**config.mk**
```make
export PLATFORM = sky130hd
export DESIGN_NAME = mem_access_stage
export DESIGN_NICKNAME = d
export VERILOG_FILES = /design/src/rtl/mem_access_stage.sv
export SDC_FILE = /design/constraint.sdc
export NUM_CORES = 1
export LEC_CHECK = 0
export ABC_AREA = 1
export BUFFER_PORTS_ARGS = -buffer_cell sky130_fd_sc_hd__buf_2
export CORE_MARGIN = 10
export CORE_UTILIZATION = 45
export DETAILED_ROUTE_END_ITERATION = 8
export GPL_ROUTABILITY_DRIVEN = 0
export GPL_TIMING_DRIVEN = 0
export HOLD_SLACK_MARGIN = 0.05
export PLACE_DENSITY_LB_ADDON = 0.15
export SYNTH_ARGS = -nofsm -noshare
export SYNTH_HDL_FRONTEND = slang
export SYNTH_SLANG_ARGS = --single-unit
```
**constraint.sdc**
```tcl
create_clock -name clk -period 2.3 [get_ports clk]
set_input_delay 0.46 -clock clk [delete_from_list [all_inputs] [get_ports clk]]
set_output_delay 0.46 -clock clk [all_outputs]
set_load 0.02 [all_outputs]
```
**src/rtl/mem_access_stage.sv**
```systemverilog
// rtl/mem_access_stage.sv - memory-access pipeline stage with req/ack handshake, bounded wait and registered writeback
module mem_access_stage #(
  parameter int WIDTH    = 16,
  parameter int MAX_WAIT = 15
) (
  input  logic             clk,
  input  logic             rst_n,
  input  logic             valid_in,
  input  logic             mem_read,
  input  logic             mem_write,
  input  logic [WIDTH-1:0] ALUres_mem,
  input  logic [WIDTH-1:0] rd1_mem,
  input  logic [WIDTH-1:0] pcinc_mem,
  input  logic [WIDTH-1:0] extended_d_mem,
  input  logic [2:0]       regwrite_dat_controll,
  output logic             mem_req,
  output logic             mem_we,
  output logic [WIDTH-1:0] mem_addr,
  output logic [WIDTH-1:0] mem_wdat,
  input  logic [WIDTH-1:0] mem_rdat,
  input  logic             mem_ack,
  output logic             main_mem_waiting,
  output logic [WIDTH-1:0] regwrite_dat_mem,
  output logic             wb_valid,
  output logic             bus_err
);

  // A zero MAX_WAIT still needs a one-bit counter so the design elaborates.
  localparam int CW = (MAX_WAIT > 0) ? $clog2(MAX_WAIT + 1) : 1;
  localparam logic [CW-1:0] CNT_LAST = CW'((MAX_WAIT > 0) ? MAX_WAIT - 1 : 0);
  localparam logic [CW-1:0] CNT_SAT  = '1;

  typedef enum logic {
    IDLE   = 1'b0,
    ACCESS = 1'b1
  } state_t;

  state_t           state;
  logic [CW-1:0]    wait_cnt;
  logic [WIDTH-1:0] hold_dat;   // selected non-load source, zero for selects 4..7
  logic             hold_load;  // held select was 4 (load data)
  logic             hold_read;  // access in flight is a read
  logic [WIDTH-1:0] sel_dat;
  logic             is_mem;
  logic             timeout;

  // Writeback source mux for everything except load data.
  always_comb begin
    sel_dat = '0;
    case (regwrite_dat_controll)
      3'd0:    sel_dat = ALUres_mem;
      3'd1:    sel_dat = rd1_mem;
      3'd2:    sel_dat = pcinc_mem;
      3'd3:    sel_dat = extended_d_mem;
      default: sel_dat = '0;
    endcase
  end

  assign is_mem           = mem_read | mem_write;
  assign timeout          = (MAX_WAIT != 0) && (wait_cnt == CNT_LAST);
  assign main_mem_waiting = (state == ACCESS);

  // Stage FSM: accept in IDLE, wait for ack or timeout in ACCESS; all outputs registered.
  always_ff @(posedge clk or negedge rst_n) begin
    if (!rst_n) begin
      state            <= IDLE;
      wait_cnt         <= '0;
      hold_dat         <= '0;
      hold_load        <= 1'b0;
      hold_read        <= 1'b0;
      mem_req          <= 1'b0;
      mem_we           <= 1'b0;
      mem_addr         <= '0;
      mem_wdat         <= '0;
      regwrite_dat_mem <= '0;
      wb_valid         <= 1'b0;
      bus_err          <= 1'b0;
    end else begin
      wb_valid <= 1'b0;
      bus_err  <= 1'b0;
      case (state)
        IDLE: begin
          if (valid_in) begin
            if (is_mem) begin
              // Write wins when both read and write are flagged.
              mem_req   <= 1'b1;
              mem_we    <= mem_write;
              mem_addr  <= ALUres_mem;
              mem_wdat  <= rd1_mem;
              hold_dat  <= sel_dat;
              hold_load <= (regwrite_dat_controll == 3'd4);
              hold_read <= ~mem_write;
              wait_cnt  <= '0;
              state     <= ACCESS;
            end else begin
              regwrite_dat_mem <= sel_dat;
              wb_valid         <= 1'b1;
            end
          end
        end
        ACCESS: begin
          if (mem_ack) begin
            // Ack has priority over a coinciding timeout.
            mem_req  <= 1'b0;
            mem_we   <= 1'b0;
            wb_valid <= 1'b1;
            state    <= IDLE;
            if (hold_load) begin
              regwrite_dat_mem <= hold_read ? mem_rdat : '0;
            end else begin
              regwrite_dat_mem <= hold_dat;
            end
          end else if (timeout) begin
            mem_req          <= 1'b0;
            mem_we           <= 1'b0;
            wb_valid         <= 1'b1;
            bus_err          <= 1'b1;
            regwrite_dat_mem <= '0;
            state            <= IDLE;
          end else if (wait_cnt != CNT_SAT) begin
            wait_cnt <= wait_cnt + CW'(1);
          end
        end
        default: state <= IDLE;
      endcase
    end
  end

endmodule
```
# [Word-level counts from Yosys, hierarchy flattened]
# Cells that the tools add are included.
# W data, S select, Z words.
[classes] addsub=1 n_mul=0 div_mod_pow=0 order_cmp=0 eq_ne=13 n_shift=0 muxes=34 bitwise=3 reduce_logical=5
[op_table] op="$mux W16" n=6
[op_table] op="$pmux W16 S4" n=1
[op_table] op="$pmux W16 S2" n=1
[op_table] op="$mux W4" n=5
[op_table] op="$mux W1" n=16
[op_table] op="$ne A2 B2 Y1 const B" n=5
[op_table] op="$reduce_and A3 Y1" n=3
[op_table] op="$pmux W1 S2" n=4
[op_table] op="$pmux W4 S2" n=1
[op_table] op="$eq A3 B2 Y1 const B" n=2
[op_table] op="$reduce_and A5 Y1" n=1
[op_table] op="$add A4 B1 Y4 const B" n=1
[op_table] op="$eq A4 B4 Y1 const B" n=1
[op_table] op="$ne A4 B4 Y1 const B" n=1
[op_table] op="$eq A3 B1 Y1 const B" n=1
[op_table] op="$eq A3 B3 Y1 const B" n=1
[op_table] op="$logic_not A3 Y1" n=1
[op_table] op="$ne A3 B2 Y1 const B" n=1
[op_table] op="$ne A2 B1 Y1 const B" n=1
[op_table] op="$not A1 Y1" n=2
[op_table] op="$or A1 B1 Y1" n=1
[word_totals] register_bits=75 latchBits=0 ram_bits=0 rom_bits=0 inputBits=89 output_inout_bits=53 wordCells=68 n_memories=0

# [Logic depth before layout (Yosys ltp)]
# Gate-level depths: netlist (run 1).
[depth] depth_word=5 ltp_mapped=9 ltp_nobuf=8

# [Worst setup path before layout (run 1)]
# No wires, ideal clock.
[synth_timing] kind="input-to-reg" startpoint="in regwrite_dat_controll[0]" endpoint="reg regwrite_dat_mem[10]" setup_ps=121 t_arrival_ps=1326 t_required_ps=2179 setup_slack_ps=853 stages=9 n_path_buf=2 cell_sequence="buf_2 -> inv_1 -> nand3_2 -> buf_2 -> nor2_1 -> nor2_1 -> nand2_1 -> nand2_1 -> a21oi_1"
[synth_via] elab_chain_cells=5 word_cells_on_any_way=8 cone_classes="eq/ne: 3; mux: 4; reduce/logical: 1"
[synth_rtl] element="from (decl)" line="15" rtl="input logic [2:0] regwrite_dat_controll,"
[synth_rtl] element="$eq A3 B2 Y1, or another cell as far along" line="50" rtl="case (regwrite_dat_controll)"
[synth_rtl] element="$pmux W16 S4 *" line="50"
[synth_rtl] element="$mux W16 *" line="84" rtl="if (is_mem) begin"
[synth_rtl] element="$mux W16 *" line="83" rtl="if (valid_in) begin"
[synth_rtl] element="$pmux W16 S2 *" line="81" rtl="case (state)"
[synth_rtl] element="to (signal assigned)" line="96" rtl="regwrite_dat_mem <= sel_dat;"
[synth_rtl] element="to (signal assigned)" line="109" rtl="regwrite_dat_mem <= hold_read ? mem_rdat : '0;"
[synth_rtl] element="to (signal assigned)" line="111" rtl="regwrite_dat_mem <= hold_dat;"
[synth_rtl] element="to (decl)" line="23" rtl="output logic [WIDTH-1:0] regwrite_dat_mem,"
# Mark *: on every way between the ends. The rest lies on a longest branch, timed or not. The select of a mux whose other input is x is not followed.
# A chain may end at the register's enable or synchronous reset.

# [Worst setup path in the final report (run 1)]
[layout_timing] startpoint="reg wait_cnt[0]" endpoint="reg regwrite_dat_mem[12]"
[layout_via] elab_chain_cells=3
[layout_rtl] element="from (decl)" line="39" rtl="logic [CW-1:0] wait_cnt;"
[layout_rtl] element="from (signal assigned)" line="121" rtl="wait_cnt <= wait_cnt + CW'(1);"
[layout_rtl] element="$eq A4 B4 Y1" line="60" rtl="assign timeout = (MAX_WAIT != 0) && (wait_cnt == CNT_LAST);"
[layout_rtl] element="$ne A3 B2 Y1 (no source line)"
[layout_rtl] element="$reduce_and A3 Y1 (no source line)"
# Every way passes these cells.

==> out/metrics.cfg, run 1 <==
[outcome]
status=completed

[cells_and_area]
syn_to_final_growth_pct=27.8
fill_cells=891
nets=803
finalNonFillerCells=825
seq_area_um2=1880
final_util=0.586
multi_input_area_um2=1720
diodes=0
drive_gt1_frac=0.257

[logic_synthesis]
synth-async-reset-ratio=1.00
synth_area_leaders=dfrtp_1 47%, nand2_1 18%, nor2_1 9.5%
yosysUniqueCellTypes=24
synth_edf_count=0
yosysWarnings=0
syn_area_um2=3960
synthDominantCellAreaShare=0.474
syn_nets=651
yosys.area.top_type=dfrtp_1
yosysSeqAreaShare=0.474
synthFlopType=dfrtp_1
ys_ff_latch=75
synthesis.instances=560
avgSynthCellArea_um2=7.07

[sta]
worst_slack_ns=0.649
min_period_ns=1.65
maxSlewViolCount=0
relSlewSlack=0.625
whs_ns=0.0586
timing.final.crit_share=0.718
rsz0062_at_grt=no
setup_tns_ns=0
hold_violations=0
setup_viol=0
worst_pin_slew_ns=0.563
max_freq_mhz=606
skew_ns=0.00764

[clock_network]
cts.htree.levels=3
cts_setup_buffers=0
cts_resized=0
clockBufferDepth=2
tritoncts=built
clkSinkCount=75
clkLatencyLatePin_ns=0.35
clk_pin_slew_ns=0.08
cts_hold_buf=0
cts-root-buf=clkbuf_8
cts_made_buffers=9

[power]
p_per_area_nw_per_um2=886
peakVddDrop_uv=459
leakagePower_nw=2.91

[drt]
avgViaCountPerCell=4.89
drtIter0Drc=175
drt_pass1_iterations=4
drc=0
vias=4032
wl_per_cell_um=14.9
finalWirelength_mm=12.3
ant_nets=0

[worst_hold_path]
hp-class=in -> async

[worst_setup_path]
rrSetupSlack_ns=0.65
r2r_cells=9
critical_path_class=reg -> reg
crit_end=regwrite_dat_mem[12]
critPathMaxFanout=10
cp.required_ns=2.58
cp-start-kind=flop
worstReg2RegEnd=regwrite_dat_mem[12]
crit_start=wait_cnt[0]
crit_arrival_ns=1.93
worstSetupEndpointType=flop
reg2reg_from=wait_cnt[0]

[placement]
numPortBuffers=140
dp_cells=809
place_ws_ns=0.485
dpl.hpwl_mm=9.80

[die]
die_y_um=114
die_x_um=114
num_rows=34
initial_core_util=0.458
ios=142
dieArea_um2=12900
core_area_um2=8640

[grt]
antenna_found_initial=1
grt_pass1_vias=4302
grt_start_max_net_pins=41
overflow=0
grt_usage=0.190
grt_pass1_wl_mm=20.3

[job]
maxCapViolations=0

-- cells in the final DEF (no fill, tap or decap), drive strengths merged, types with 2 or more instances in the layout --
master,count
o21ai,8
nor2,101
clkinv,2
dfrtp,75
nand2,193
nand3,25
a31oi,16
bufinv,3
buf,162
nand4,16
a21oi,33
clkbuf,17
ha,2
inv,59
-- layer usage --
metal	share of wire	up-vias	global-route usage
met5	0	-	0
met4	0.015	0	0.0685
met3	0.079	19	0.0572
met2	0.45	134	0.300
met1	0.45	1833	0.240
li1	-	2046	-
-- power by group --
| group | internal (mW) | switching, mW |
|---|---|---|
| Clock | 0.752 | 0.495 |
| Sequential | 1.64 | 0.183 |
| Combinational | 0.486 | 0.922 |
| Total | 2.88 | 1.60 |
-- critical path: stages (launching register included) --
cell and delay (ns):
dfrtp_1 0.42, inv_1 0.08, ha_1 0.15, nand3_1 0.11, nand3_2 0.13, nand3_2 0.17, inv_2 0.19, buf_6 0.16
nor2_1 0.04, a21oi_1 0.12
-- final cells by class --
cell class	count	area share
sequential	75	0.371
multi-input combinational	398	0.339
timing repair buffer	141	0.143
inverter	61	0.0453
clock buffer	12	0.0287
buffer	26	0.0267
tap	108	0.0267
clock inverter	4	0.0193
-- synth_stat cells, drive strengths merged (2+ instances only) --
cell / instances
nand4: 16
nand2: 193
clkbuf: 5
inv: 59
clkinv: 2
a21oi: 33
a31oi: 16
o21ai: 8
ha: 2
buf: 21
nor2: 101
dfrtp: 75
nand3: 25
-- registers in the layout, indices dropped and copies added (netlist names), 4 cells and up --
register / cells
wait_cnt: 4
hold_dat: 16
mem_wdat: 16
regwrite_dat_mem: 16
mem_addr: 16
-- stage by stage --
| step | power, mW | area [um^2] |
|---|---|---|
| 2_1_floorplan | 2.70 | 3960 |
| 3_3_place_gp | 3.22 | 4790 |
| 3_5_place_dp | 3.26 | 4820 |
| 4_1_cts | 4.51 | 5060 |
| 5_1_grt | 4.77 | 5060 |
| 6_report | 4.48 | 5060 |
-- cells by family after synthesis --
logic type	Yosys count	synth area share
adder cells (fa/ha/maj)	2	0.00632
AND/OR/NAND/NOR	337	0.346
buffers and inverters	87	0.0920
AO/OA/AOI/OAI	58	0.0790
XOR/XNOR	1	0.00221
flip-flops	75	0.474
-- worst min-delay path by stage --
stage | from | endpoint | slack (ns)
2_1_floorplan | rst_n | bus_err | 0.16
3_3_place_gp | mem_addr[2] | mem_addr[2] | 0.46
3_5_place_dp | rst_n | mem_wdat[0] | 0.46
4_1_cts | rst_n | mem_wdat[0] | 0.07
5_1_grt | rst_n | mem_wdat[0] | 0.09
6_report | rst_n | mem_wdat[0] | 0.06
No activity file was read; power rests on OpenSTA's default activity.
==> inputs of run 2 (changes only) <==
- clock period: 2.3 -> 1.5 ns (I/O delays scaled with it)
==> run 2 against run 1 <==
Utilization increased by 1.7 points. Final cell count increased by 1.2%. Sequential share of layout area decreased by 1.0 points. Fmax increased by 13%. Combinational power increased by 62%. Count of clock-buffer cells in the layout unchanged. Critical path depth decreased by 1. Clock skew increased by 0.0012 ns. Sequential power increased by 53%. Worst hold slack improved by 0.082 ns. Flip-flop and latch count unchanged. First-iteration DRC count increased by 2.9%. Critical path type unchanged.
==> out/metrics.cfg, run 2 (synthesized netlist as in run 1, its figures left out) <==
[worst_setup_path]
cp.required_ns=1.74  ; -0.84 ns
crit_start=wait_cnt[0]
reg2reg_from=wait_cnt[0]
worstSetupEndpointType=flop
critPathMaxFanout=6  ; -4
critical_path_class=reg -> reg
crit_end=regwrite_dat_mem[1]
r2r_cells=8  ; -1
worstReg2RegEnd=regwrite_dat_mem[1]
rrSetupSlack_ns=0.04  ; -0.61 ns
crit_arrival_ns=1.70  ; -0.23 ns
cp-start-kind=flop

[sta]
relSlewSlack=0.675  ; +0.0503
skew_ns=0.00881  ; +0.00116 ns
setup_tns_ns=0  ; unchanged
setup_viol=0  ; unchanged
rsz0062_at_grt=yes
timing.final.crit_share=0.971  ; +0.253
min_period_ns=1.46  ; -0.194 ns
max_freq_mhz=686  ; +13%
whs_ns=0.141  ; +0.0819 ns
hold_violations=0  ; unchanged
worst_pin_slew_ns=0.487  ; -0.0754 ns
maxSlewViolCount=0  ; unchanged

[cells_and_area]
final_common_cell=nand2_1
syn_to_final_growth_pct=31.5
nets=813  ; +1.2%
final_cell_mix=192 x nand2_1, 152 x buf_2, 97 x nor2_1
fill_cells=877  ; -1.6%
finish.instance_area_um2=5200  ; +2.9%
drive_gt1_frac=0.279  ; +0.0226
diodes=0  ; unchanged
finalNonFillerCells=835  ; +1.2%

[clock_network]
cts_made_buffers=9  ; unchanged
clk_pin_slew_ns=0.08  ; about the same
cts-root-buf=clkbuf_8
clockBufferDepth=2  ; unchanged
clkSinkCount=75  ; unchanged
cts.htree.levels=3  ; unchanged
tritoncts=built
clkLatencyLatePin_ns=0.35  ; about the same

[worst_hold_path]
hp-class=in -> reg

[placement]
placed_area_um2=4820  ; unchanged
dp_cells=809  ; unchanged
numPortBuffers=140  ; unchanged
dpl.hpwl_mm=9.80  ; unchanged

[power]
p_per_area_nw_per_um2=1340  ; +52%
peakVddDrop_uv=706  ; +54%
leakagePower_nw=2.98  ; +2.3%

[drt]
avgViaCountPerCell=4.92  ; +0.62%
finalWirelength_mm=12.5  ; +2.2%
ant_nets=0  ; unchanged
drc=0  ; unchanged
drt_pass1_iterations=5  ; +1
vias=4106  ; +1.8%
drtIter0Drc=180  ; +2.9%
wl_per_cell_um=15.0  ; +0.98%

[die]
num_rows=34  ; unchanged
initial_core_util=0.458  ; unchanged
dieArea_um2=12900  ; unchanged
die_x_um=114  ; unchanged
ios=142  ; unchanged
core_area_um2=8640  ; unchanged
die_y_um=114  ; unchanged

[outcome]
status=completed

[grt]
grt_pass1_vias=4357  ; +1.3%
grt_pass1_wl_mm=20.5  ; +1.2%
grt_usage=0.191  ; +0.00187
grt_start_max_net_pins=41  ; unchanged
antenna_found_initial=1  ; unchanged
overflow=0  ; unchanged

[job]
maxCapViolations=0  ; unchanged

-- run 2: cell types whose count changed in the layout (fill, tap and decap cells not counted), sizes merged --
cell,change
buf,+9
dlygate4sd3,+1
-- run 2: worst max-delay path, stage by stage (launching register included) --
cell,delay [ns]
dfrtp_1,0.39
inv_1,0.07
ha_1,0.17
nand3_2,0.11
nand3_4,0.11
nand3_4,0.14
buf_4,0.18
nor2_1,0.10
a21oi_1,0.07
-- run 2: final cells by class --
cell class	instances	area [um^2]	share of cell area
multi-input cells	398	1740	0.335
repair buffers	153	823	0.158
flip-flops and latches	75	1880	0.361
well taps	108	135	0.0260
clock inverters	4	97.6	0.0188
inverters	61	234	0.0450
plain buffers	24	148	0.0284
clock buffers	12	145	0.0279
-- run 2: routing by layer --
metal | vias to the layer above | track usage | share of wire
met3 | 21 | 0.0583 | 0.083
li1 | 2066 | - | -
met1 | 1880 | 0.240 | 0.44
met5 | - | 0 | 0
met2 | 139 | 0.306 | 0.46
met4 | 0 | 0.0668 | 0.014
-- run 2: metrics by stage --
stage	worst slack [ns]	utilization	total power, mW
6_report	0.0433	0.603	6.98
5_1_grt	-0.0646	0.603	7.44
4_1_cts	0.0154	0.595	6.98
3_5_place_dp	-0.155	0.558	5.00
3_3_place_gp	-0.399	0.555	4.94
2_1_floorplan	0.102	-	4.14
-- run 2: what timing repair did --
action                                  4_1_cts  5_1_grt
cloned                                        0        1
setup buffers                                 7        3
endpoints found under the setup margin       49       57
hold endpoints to repair                     35        0
pin swaps                                     3        3
hold buffers                                  1        0
gates resized for setup                      10       16
-- run 2: worst min path at each step --
stage | from | slack (ns) | endpoint | cells past startpoint
2_1_floorplan | rst_n | 0.004 | bus_err | 0
3_3_place_gp | mem_addr[2] | 0.46 | mem_addr[2] | 2
3_5_place_dp | rst_n | 0.30 | mem_wdat[0] | 1
4_1_cts | mem_ack | 0.13 | bus_err | 2
5_1_grt | mem_ack | 0.13 | bus_err | 2
6_report | mem_ack | 0.14 | bus_err | 2
-- run 2: power by group --
group	internal (mW)	leakage (nW)	switching (mW)
logic	0.824	1.95	1.46
clock network	1.15	0.117	0.758
registers	2.52	0.910	0.274
total	4.50	2.98	2.49
